===== src/rtl/lcd_pkg.sv =====
// ============================================================================
//  Module      : lcd_pkg
//  Description : Shared types, constants and helpers for the LCD write
//                arbiter. Holds the arbiter FSM state encoding, requester
//                indices, word width and small index helpers.
//  Ports       : none (package)
//  Revision    : 1.0 - initial release
// ============================================================================
`default_nettype none

package lcd_pkg;

  // Requester indices into req / wr_en / gnt / ack
  localparam int REQ_INIT   = 0;
  localparam int REQ_CHAR   = 1;
  localparam int REQ_FILL   = 2;
  localparam int N_REQ      = 3;

  // Word to the SPI writer: bit8 = DC flag, bits7:0 = payload
  localparam int LCD_WORD_W = 9;

  // Width of a requester index / last-granted pointer
  localparam int PTR_W      = 2;

  typedef enum logic [1:0] {
    IDLE  = 2'd0,
    GRANT = 2'd1,
    XFER  = 2'd2
  } lcd_state_e;

  // Next requester index in round-robin order, wrapping from N_REQ-1 to 0.
  function automatic logic [PTR_W-1:0] rr_next(input logic [PTR_W-1:0] idx);
    return (idx == PTR_W'(N_REQ - 1)) ? '0 : idx + PTR_W'(1);
  endfunction

  // Index of the set bit of a one-hot vector (0 when the vector is empty).
  function automatic logic [PTR_W-1:0] onehot_to_idx(input logic [N_REQ-1:0] oh);
    logic [PTR_W-1:0] idx;
    idx = '0;
    for (int k = 0; k < N_REQ; k++) begin
      if (oh[k]) idx = PTR_W'(k);
    end
    return idx;
  endfunction

endpackage : lcd_pkg

`default_nettype wire


===== src/rtl/lcd_arb_rr_pick.sv =====
// ============================================================================
//  Module      : lcd_arb_rr_pick
//  Description : Combinational round-robin picker. Among the requests that
//                are also eligible, selects the first one found starting at
//                the index after the last grant and wrapping to 0.
//  Ports       : req_i   - raw request vector
//                elig_i  - eligibility mask (ANDed with req_i)
//                last_i  - index of the previously granted requester
//                pick_o  - one-hot selection (0 when nothing eligible)
//                valid_o - high when pick_o carries a selection
//  Revision    : 1.0 - initial release
// ============================================================================
`default_nettype none

module lcd_arb_rr_pick
  import lcd_pkg::*;
(
  input  logic [N_REQ-1:0] req_i,
  input  logic [N_REQ-1:0] elig_i,
  input  logic [PTR_W-1:0] last_i,
  output logic [N_REQ-1:0] pick_o,
  output logic             valid_o
);

  logic [N_REQ-1:0] cand;

  assign cand = req_i & elig_i;

  // Walk the N_REQ indices beginning just after last_i; the last index
  // visited is last_i itself, so a lone requester can be re-granted.
  always_comb begin
    logic [PTR_W-1:0] idx;
    idx     = last_i;
    pick_o  = '0;
    valid_o = 1'b0;
    for (int k = 0; k < N_REQ; k++) begin
      idx = rr_next(idx);
      if (!valid_o && cand[idx]) begin
        pick_o[idx] = 1'b1;
        valid_o     = 1'b1;
      end
    end
  end

endmodule : lcd_arb_rr_pick

`default_nettype wire


===== src/rtl/lcd_write_arbiter.sv =====
// ============================================================================
//  Module      : lcd_write_arbiter
//  Description : Arbitrates three LCD word sources (init, show_char, fill)
//                onto a single SPI word writer. A requester holds the bus
//                with req, pushes words with one-cycle wr_en strobes and gets
//                one ack per word once the writer reports wr_done.
//                Optional build macro LCD_ARB_TIMEOUT_EN adds a wr_done
//                watchdog of TIMEOUT_CYC cycles with a sticky timeout_err.
//  Ports       : sys_clk_50MHz - clock (rising edge)
//                sys_rst       - synchronous active-high reset
//                req[2:0]      - bus-hold requests (0 init, 1 char, 2 fill)
//                wr_en[2:0]    - per-requester word strobes
//                wr_data0..2   - per-requester 9-bit words
//                init_done     - low: only requester 0 may be granted
//                wr_done       - completion pulse from the SPI writer
//                gnt[2:0]      - registered one-hot grant
//                ack[2:0]      - per-requester word-complete pulse
//                data[8:0]     - word to the SPI writer
//                en_write      - start pulse to the SPI writer
//                busy          - FSM not in IDLE
//                timeout_err   - sticky watchdog flag
//  Revision    : 1.0 - initial release
// ============================================================================
`default_nettype none

module lcd_write_arbiter
  import lcd_pkg::*;
#(
  parameter int TIMEOUT_CYC = 4096
) (
  input  logic                  sys_clk_50MHz,
  input  logic                  sys_rst,
  input  logic [N_REQ-1:0]      req,
  input  logic [N_REQ-1:0]      wr_en,
  input  logic [LCD_WORD_W-1:0] wr_data0,
  input  logic [LCD_WORD_W-1:0] wr_data1,
  input  logic [LCD_WORD_W-1:0] wr_data2,
  input  logic                  init_done,
  input  logic                  wr_done,
  output logic [N_REQ-1:0]      gnt,
  output logic [N_REQ-1:0]      ack,
  output logic [LCD_WORD_W-1:0] data,
  output logic                  en_write,
  output logic                  busy,
  output logic                  timeout_err
);

  // The watchdog compares against TIMEOUT_CYC-1, so anything below 2
  // would fire on the first XFER cycle and is rejected at elaboration.
  if (TIMEOUT_CYC < 2) begin : g_bad_timeout_cyc
    $error("lcd_write_arbiter: TIMEOUT_CYC must be at least 2");
  end

  lcd_state_e            state_q, state_d;
  logic [N_REQ-1:0]      gnt_q, gnt_d;
  logic [N_REQ-1:0]      ack_q, ack_d;
  logic [LCD_WORD_W-1:0] data_q, data_d;
  logic                  en_write_q, en_write_d;
  // Index of the most recent grant; while in GRANT/XFER it is also the
  // index of the current owner, so no separate owner register is needed.
  logic [PTR_W-1:0]      last_q, last_d;

  logic [N_REQ-1:0]      elig_mask;
  logic [N_REQ-1:0]      pick;
  logic                  pick_vld;
  logic [LCD_WORD_W-1:0] wr_sel;

`ifdef LCD_ARB_TIMEOUT_EN
  localparam int CNT_W = ($clog2(TIMEOUT_CYC) > 13) ? $clog2(TIMEOUT_CYC) : 13;

  logic [CNT_W-1:0] cnt_q, cnt_d;
  logic             timeout_err_q, timeout_err_d;
`endif

  // Before the panel is initialised only the init sequencer may own the bus.
  assign elig_mask = init_done ? '1 : (N_REQ'(1) << REQ_INIT);

  lcd_arb_rr_pick u_pick (
    .req_i   (req),
    .elig_i  (elig_mask),
    .last_i  (last_q),
    .pick_o  (pick),
    .valid_o (pick_vld)
  );

  // Word of the current owner
  always_comb begin
    case (last_q)
      PTR_W'(REQ_INIT): wr_sel = wr_data0;
      PTR_W'(REQ_CHAR): wr_sel = wr_data1;
      PTR_W'(REQ_FILL): wr_sel = wr_data2;
      default:          wr_sel = wr_data2;
    endcase
  end

  always_comb begin
    state_d    = state_q;
    gnt_d      = gnt_q;
    ack_d      = '0;
    data_d     = data_q;
    en_write_d = 1'b0;
    last_d     = last_q;
`ifdef LCD_ARB_TIMEOUT_EN
    cnt_d         = '0;
    timeout_err_d = timeout_err_q;
`endif

    case (state_q)
      IDLE: begin
        if (pick_vld) begin
          gnt_d   = pick;
          last_d  = onehot_to_idx(pick);
          state_d = GRANT;
        end
      end

      GRANT: begin
        // A strobe wins over a falling req in the same cycle, so the last
        // word of a sequence is never lost.
        if (wr_en[last_q]) begin
          data_d     = wr_sel;
          en_write_d = 1'b1;
          state_d    = XFER;
        end else if (!req[last_q]) begin
          gnt_d   = '0;
          state_d = IDLE;
        end
      end

      XFER: begin
        // wr_done has priority over a coincident watchdog expiry.
        if (wr_done) begin
          ack_d   = gnt_q;
          state_d = GRANT;
        end
`ifdef LCD_ARB_TIMEOUT_EN
        else if (cnt_q == CNT_W'(TIMEOUT_CYC - 1)) begin
          ack_d         = gnt_q;
          timeout_err_d = 1'b1;
          state_d       = GRANT;
        end else begin
          cnt_d = cnt_q + CNT_W'(1);
        end
`endif
      end

      default: begin
        gnt_d   = '0;
        state_d = IDLE;
      end
    endcase
  end

  always_ff @(posedge sys_clk_50MHz) begin
    if (sys_rst) begin
      state_q    <= IDLE;
      gnt_q      <= '0;
      ack_q      <= '0;
      data_q     <= '0;
      en_write_q <= 1'b0;
      last_q     <= PTR_W'(N_REQ - 1);  // requester 0 is first after reset
    end else begin
      state_q    <= state_d;
      gnt_q      <= gnt_d;
      ack_q      <= ack_d;
      data_q     <= data_d;
      en_write_q <= en_write_d;
      last_q     <= last_d;
    end
  end

`ifdef LCD_ARB_TIMEOUT_EN
  always_ff @(posedge sys_clk_50MHz) begin
    if (sys_rst) begin
      cnt_q         <= '0;
      timeout_err_q <= 1'b0;
    end else begin
      cnt_q         <= cnt_d;
      timeout_err_q <= timeout_err_d;
    end
  end

  assign timeout_err = timeout_err_q;
`else
  assign timeout_err = 1'b0;
`endif

  assign gnt      = gnt_q;
  assign ack      = ack_q;
  assign data     = data_q;
  assign en_write = en_write_q;
  assign busy     = (state_q != IDLE);

endmodule : lcd_write_arbiter

`default_nettype wire

===== config.mk =====
export PLATFORM = sky130hd
export DESIGN_NAME = lcd_write_arbiter
export DESIGN_NICKNAME = d
export VERILOG_FILES = /design/src/rtl/lcd_pkg.sv /design/src/rtl/lcd_arb_rr_pick.sv /design/src/rtl/lcd_write_arbiter.sv
export SDC_FILE = /design/constraint.sdc
export NUM_CORES = 1
export LEC_CHECK = 0
export CORE_ASPECT_RATIO = 1.25
export CORE_UTILIZATION = 35
export DETAILED_ROUTE_END_ITERATION = 6
export MAX_ROUTING_LAYER = met4
export PLACE_DENSITY = 0.7
export SLEW_MARGIN = 20
export SYNTH_ARGS = -nofsm -noshare
export SYNTH_HDL_FRONTEND = slang
export SYNTH_SLANG_ARGS = --single-unit
export TNS_END_PERCENT = 50

===== constraint.sdc =====
create_clock -name sys_clk_50MHz -period 2.8 [get_ports sys_clk_50MHz]
set_input_delay 0.28 -clock sys_clk_50MHz [delete_from_list [all_inputs] [get_ports sys_clk_50MHz]]
set_output_delay 0.28 -clock sys_clk_50MHz [all_outputs]
set_load 0.01 [all_outputs]

; ---- After elaboration in Yosys (flattened, before gate mapping)
; Index checks and enable logic that the tools add are counted.
[classes]
addsub = 3
magnitude_cmp = 7
n_eq_ne = 11
muxes = 39
bitwise = 6
reduce_logical = 16
[ops]
columns = op, n
row1 = $mux 3, 7
row2 = $pmux 9 s2, 1
row3 = $mux 2, 8
row4 = $mux 1, 13
row5 = $lt 2x3->1 const B, 4
row6 = $bmux 1 s2, 5
row7 = $pmux 3 s3, 1
row8 = $eq 2x2->1 const B, 4
row9 = $ne 2x2->1 const B, 4
row10 = $add 2x1->2 const B, 3
row11 = $demux 1 s2, 3
row12 = $ge 2x1->1 const B, 3
row13 = $or 3x3->3, 2
row14 = $pmux 2 s3, 1
row15 = $logic_and 1x1->1, 5
row16 = $eq 2x1->1 const B, 2
row17 = $logic_not 2->1, 2
row18 = $reduce_and 2->1, 2
row19 = $reduce_and 4->1, 1
row20 = $and 3x3->3, 1
row21 = $ne 3x3->1 const B, 1
row22 = $not 1->1, 3
row23 = $reduce_and 3->1, 1
row24 = $reduce_or 3->1, 1
row25 = other kinds (3), 4
[totals]
register_bits = 20
in_bits = 37
out_inout_bits = 18

; ---- Depth between registers and ports, before layout
[logic_depth]
word_depth = 14
ltp_mapped = 6

; ---- By module
; A second synthesis with hierarchy kept.
[unflattened]
hier_cells = 140
hier_area_um2 = 1138.6
[by_module_without_submodules]
columns = module, n_inst, cells_each, area_each_um2, seq_area_each_um2
row1 = lcd_write_arbiter, 1, 127, 1041.0, 400.4
row2 = lcd_arb_rr_pick, 1, 13, 97.6, 0.0

; ---- Worst setup path after synthesis
; Ideal clock, no wire load.
[synth_timing]
path_kind = register to register
start = reg last_q[1]
end = reg data_q[0], in the netlist data[0]
arrival_time_ns = 1.158
setup_slack_ns = 1.571
path_stages_with_launch = 6
n_path_buf = 1
period_less_slack_ns = 1.229
path_cell_list = dfxtp_1 buf_6 mux2i_4 a2bb2oi_4 o21ai_1 a21oi_1
[synth_between]
elab_chain_cells = 3
word_cells_on_any_way = 6
cone_classes = eq/ne: 1 / mux: 3 / reduce/logical: 2
[synth_rtl]
columns = item, line_no
row1 = from (decl), lcd_write_arbiter.sv:61  ; logic [PTR_W-1:0] last_q, last_d;
row2 = from (signal assigned), lcd_write_arbiter.sv:161  ; last_q <= PTR_W'(N_REQ - 1);
row3 = from (signal assigned), lcd_write_arbiter.sv:168  ; last_q <= last_d;
row4 = $bmux 1 s2, lcd_write_arbiter.sv:120  ; if (wr_en[last_q]) begin
row5 = $mux 1 (not written as such), lcd_write_arbiter.sv:120
row6 = $reduce_and 2->1 (no source line), -
row7 = to (signal assigned), lcd_write_arbiter.sv:166  ; data_q <= data_d;
row8 = to (decl), lcd_write_arbiter.sv:57  ; logic [LCD_WORD_W-1:0] data_q, data_d;
; Parallel ways exist; a longest one is shown, timed or not. The select of a mux whose other input is x is not followed.
; A chain may end at the register's enable or synchronous reset.

; ---- Final worst setup path
[layout_timing]
start = reg state_q[0]
end = out busy
[layout_between]
elab_chain_cells = 1
[layout_rtl]
columns = item, line_no
row1 = from (decl), lcd_write_arbiter.sv:54  ; lcd_state_e state_q, state_d;
row2 = from (signal assigned), lcd_write_arbiter.sv:163  ; state_q <= state_d;
row3 = $reduce_bool 2->1, lcd_write_arbiter.sv:192  ; assign busy = (state_q != IDLE);
row4 = to (decl), lcd_write_arbiter.sv:44  ; output logic busy,
; Every way passes these cells.

==> out/metrics.csv <==
metric;value;unit
grt_overflow;0;
post-route-min-period;1.932;ns
final_cell_mix;clkdlybuf4s50_1 (53), dfxtp_1 (20), nand2_1 (13);
final_area;1770;µm²
p_switching;236.9;µW
vias;1207;
cts_setup_buffers;0;
placed_cell_area;1699;µm²
detail_route.wl_per_cell;13.84;µm
timing.fmax;517.7;MHz
p_leak;0.0006063;µW
cts_hold_buf;0;
tightest_slew;0.7667;ns
min_delay_path_depth;2;
insertion_delay;0.26;ns
clkSlewWorstSetupHoldPaths;0.08;ns
cp_num_cells;3;
drcViolationCount;0;
core-area;3194;µm²
syn-num-nets;175;
finalWirelength;3087;µm
cp_cell_sequence;nor2_1 -> inv_1 -> clkdlybuf4s50_1;
period_share;68.99;%
num_io_pins;55;
gp_congestion;0.8349;
avgSynthCellArea;8.514;µm²
power_density;487.8;nW/µm²
synth_ff_type;dfxtp_1;
numPortBuffers;53;
viasPerCell;5.413;
peakVddDrop;0.3516;mV
track_usage;18.57;%
combPwrFrac;28.2;%
initial_utilization;36.78;%
grt_pass1_wl;4740;µm
syn_inst;138;
r2r_cells;5;
cp_max_fo;9;
finalSetupViolations;0;
row_count;23;
async_flop_share;0;%
status;complete, no violations;
synth_warnings;0;
syn2layout_area_growth;50.69;%
crit_slowest_cell;clkdlybuf4s50_1;
rrSetupSlack;1.05;ns
cts-root-buf;clkbuf_8;
num-fill-cells;292;
synth_cell_type_count;35;
antenna_found_initial;0;
critPathBufInv;2;
hold_viol;0;
relSlewSlack;48.73;%
seq_power_share;38.5;%
crit_required;2.52;ns
drt_iter0_markers;31;
cts_max_level;1;
start_kind;register;
synth_edf_count;0;
cts_made_buffers;3;
synth.cell_area;1175;µm²
diodes;0;
p_clk_share;33.3;%
swShare;27.43;%
internal_power;626.7;µW
synth_seq_area_share;34.08;%
crit_type;register to output port;
maxCapViolCount;0;
die_x;53.82;µm
clkSinkCount;20;
rsz0062_at_grt;no;
clk_path_buf_depth;2;
place_hpwl;2398;µm
finalSetupTns;0;ns
cts_resized;0;
report.final.slew_viol_count;0;
tritoncts;built;
skew;0.005581;ns
endpoint_kind;output port;
synth-seq-cells;20;
utilization;55.43;%
drive_above_1_share;6.452;%
grt_max_degree;21;
dieArea;3594;µm²
crit_path_max_incr_delay;0.49;ns
drtAntennaViolNets;0;
die_h;66.78;µm
grt_pass1_vias;1127;
critPathArrivalTime;1.65;ns
drtPass1Iterations;4;
cp_top_family;buffers and inverters;
mostFrequentLayoutCell;clkdlybuf4s50_1;
nets;224;
min_path_type;register to register;
-- routing by layer --
| layer | up-vias | part of all wire [%] | GRT usage, % |
|---|---|---|---|
| li1 | 596 | - | - |
| met1 | 553 | 36 | 18.46 |
| met2 | 54 | 57 | 34.26 |
| met3 | 4 | 6.1 | 2.055 |
| met4 | 0 | 1.5 | 9.211 |
| met5 | - | 0 | - |
-- per-stage QoR --
stage | setup WS, ns | power [µW] | cells | hold WS, ns
final | 0.8684 | 863.7 | 223 | 0.4948
after global routing | 0.7344 | 904.5 | 223 | 0.5163
after CTS | 0.8746 | 868.8 | 223 | 0.4945
after detailed placement | 0.9526 | 583.3 | 219 | 0.4830
after global placement | 1.019 | 575.1 | 219 | 0.4761
after floorplan | 1.571 | 474.6 | 138 | 0.4538
-- final timing paths --
check | endpoint | from
worst max-delay path | busy | state_q[0]
worst max register to register | gnt[1] | last_q[1]
worst min register to register | data[0] | data[0]
worst min-delay path | data[0] | data[0]
-- power by group through the flow --
stage	Combinational, µW	Clock, µW	Sequential, µW
floorplan	143	0	331
global placement	237	0	339
detailed placement	244	0	340
CTS	245	291	333
global route	266	301	337
finish	243	288	333
-- worst reg2reg max path: stages (launching register included) --
cell       delay [ns]
dfxtp_1          0.62
buf_4            0.27
mux2i_1          0.19
o2bb2ai_1        0.17
o2111ai_1        0.25
o211ai_1         0.11
-- Yosys cell counts (2+ instances only) --
master / instances / area (µm²)
a21oi_1: 11 / 55.05
and2_1: 3 / 18.77
buf_4: 3 / 22.52
buf_6: 2 / 22.52
clkbuf_1: 5 / 18.77
dfxtp_1: 20 / 400.4
inv_1: 2 / 7.510
mux2i_1: 10 / 100.1
nand2_1: 13 / 48.80
nand3_1: 11 / 55.05
nand3b_1: 4 / 30.03
nand4_1: 2 / 12.51
nor2_1: 4 / 15.01
nor2b_1: 4 / 25.02
nor3_1: 2 / 10.01
o2111ai_1: 3 / 26.28
o211ai_1: 2 / 15.01
o21ai_0: 11 / 55.05
o21ai_1: 9 / 45.04
o22ai_1: 2 / 12.51
-- flip-flops by register name (all words and copies together), names as in the netlist --
signal    count
data          9
ack           3
gnt           3
last_q        2
state_q       2
en_write      1
-- logic make-up (layout without fill, tap and decap cells) --
group / count (synthesis) / after routing / synth area share (%)
compound gates: 44 / 44 / 26.30
buf+inv: 13 / 61 / 6.390
flops: 20 / 20 / 34.08
mux: 11 / 11 / 10.44
other cells: 1 / 1 / 0.3192
simple gates: 49 / 49 / 22.47
-- layout make-up --
class                           instances  area (µm²)  area share, %
Tap cell                               37       46.29          2.615
Clock buffer                            3       41.29          2.332
Multi-Input combinational cell        105       699.4          39.51
Clock inverter                          1       30.03          1.696
Sequential cell                        20       400.4          22.61
Timing Repair Buffer                   55       545.5          30.81
Inverter                                2       7.507         0.4240
Note: power is estimated with default switching activity, not from simulation.
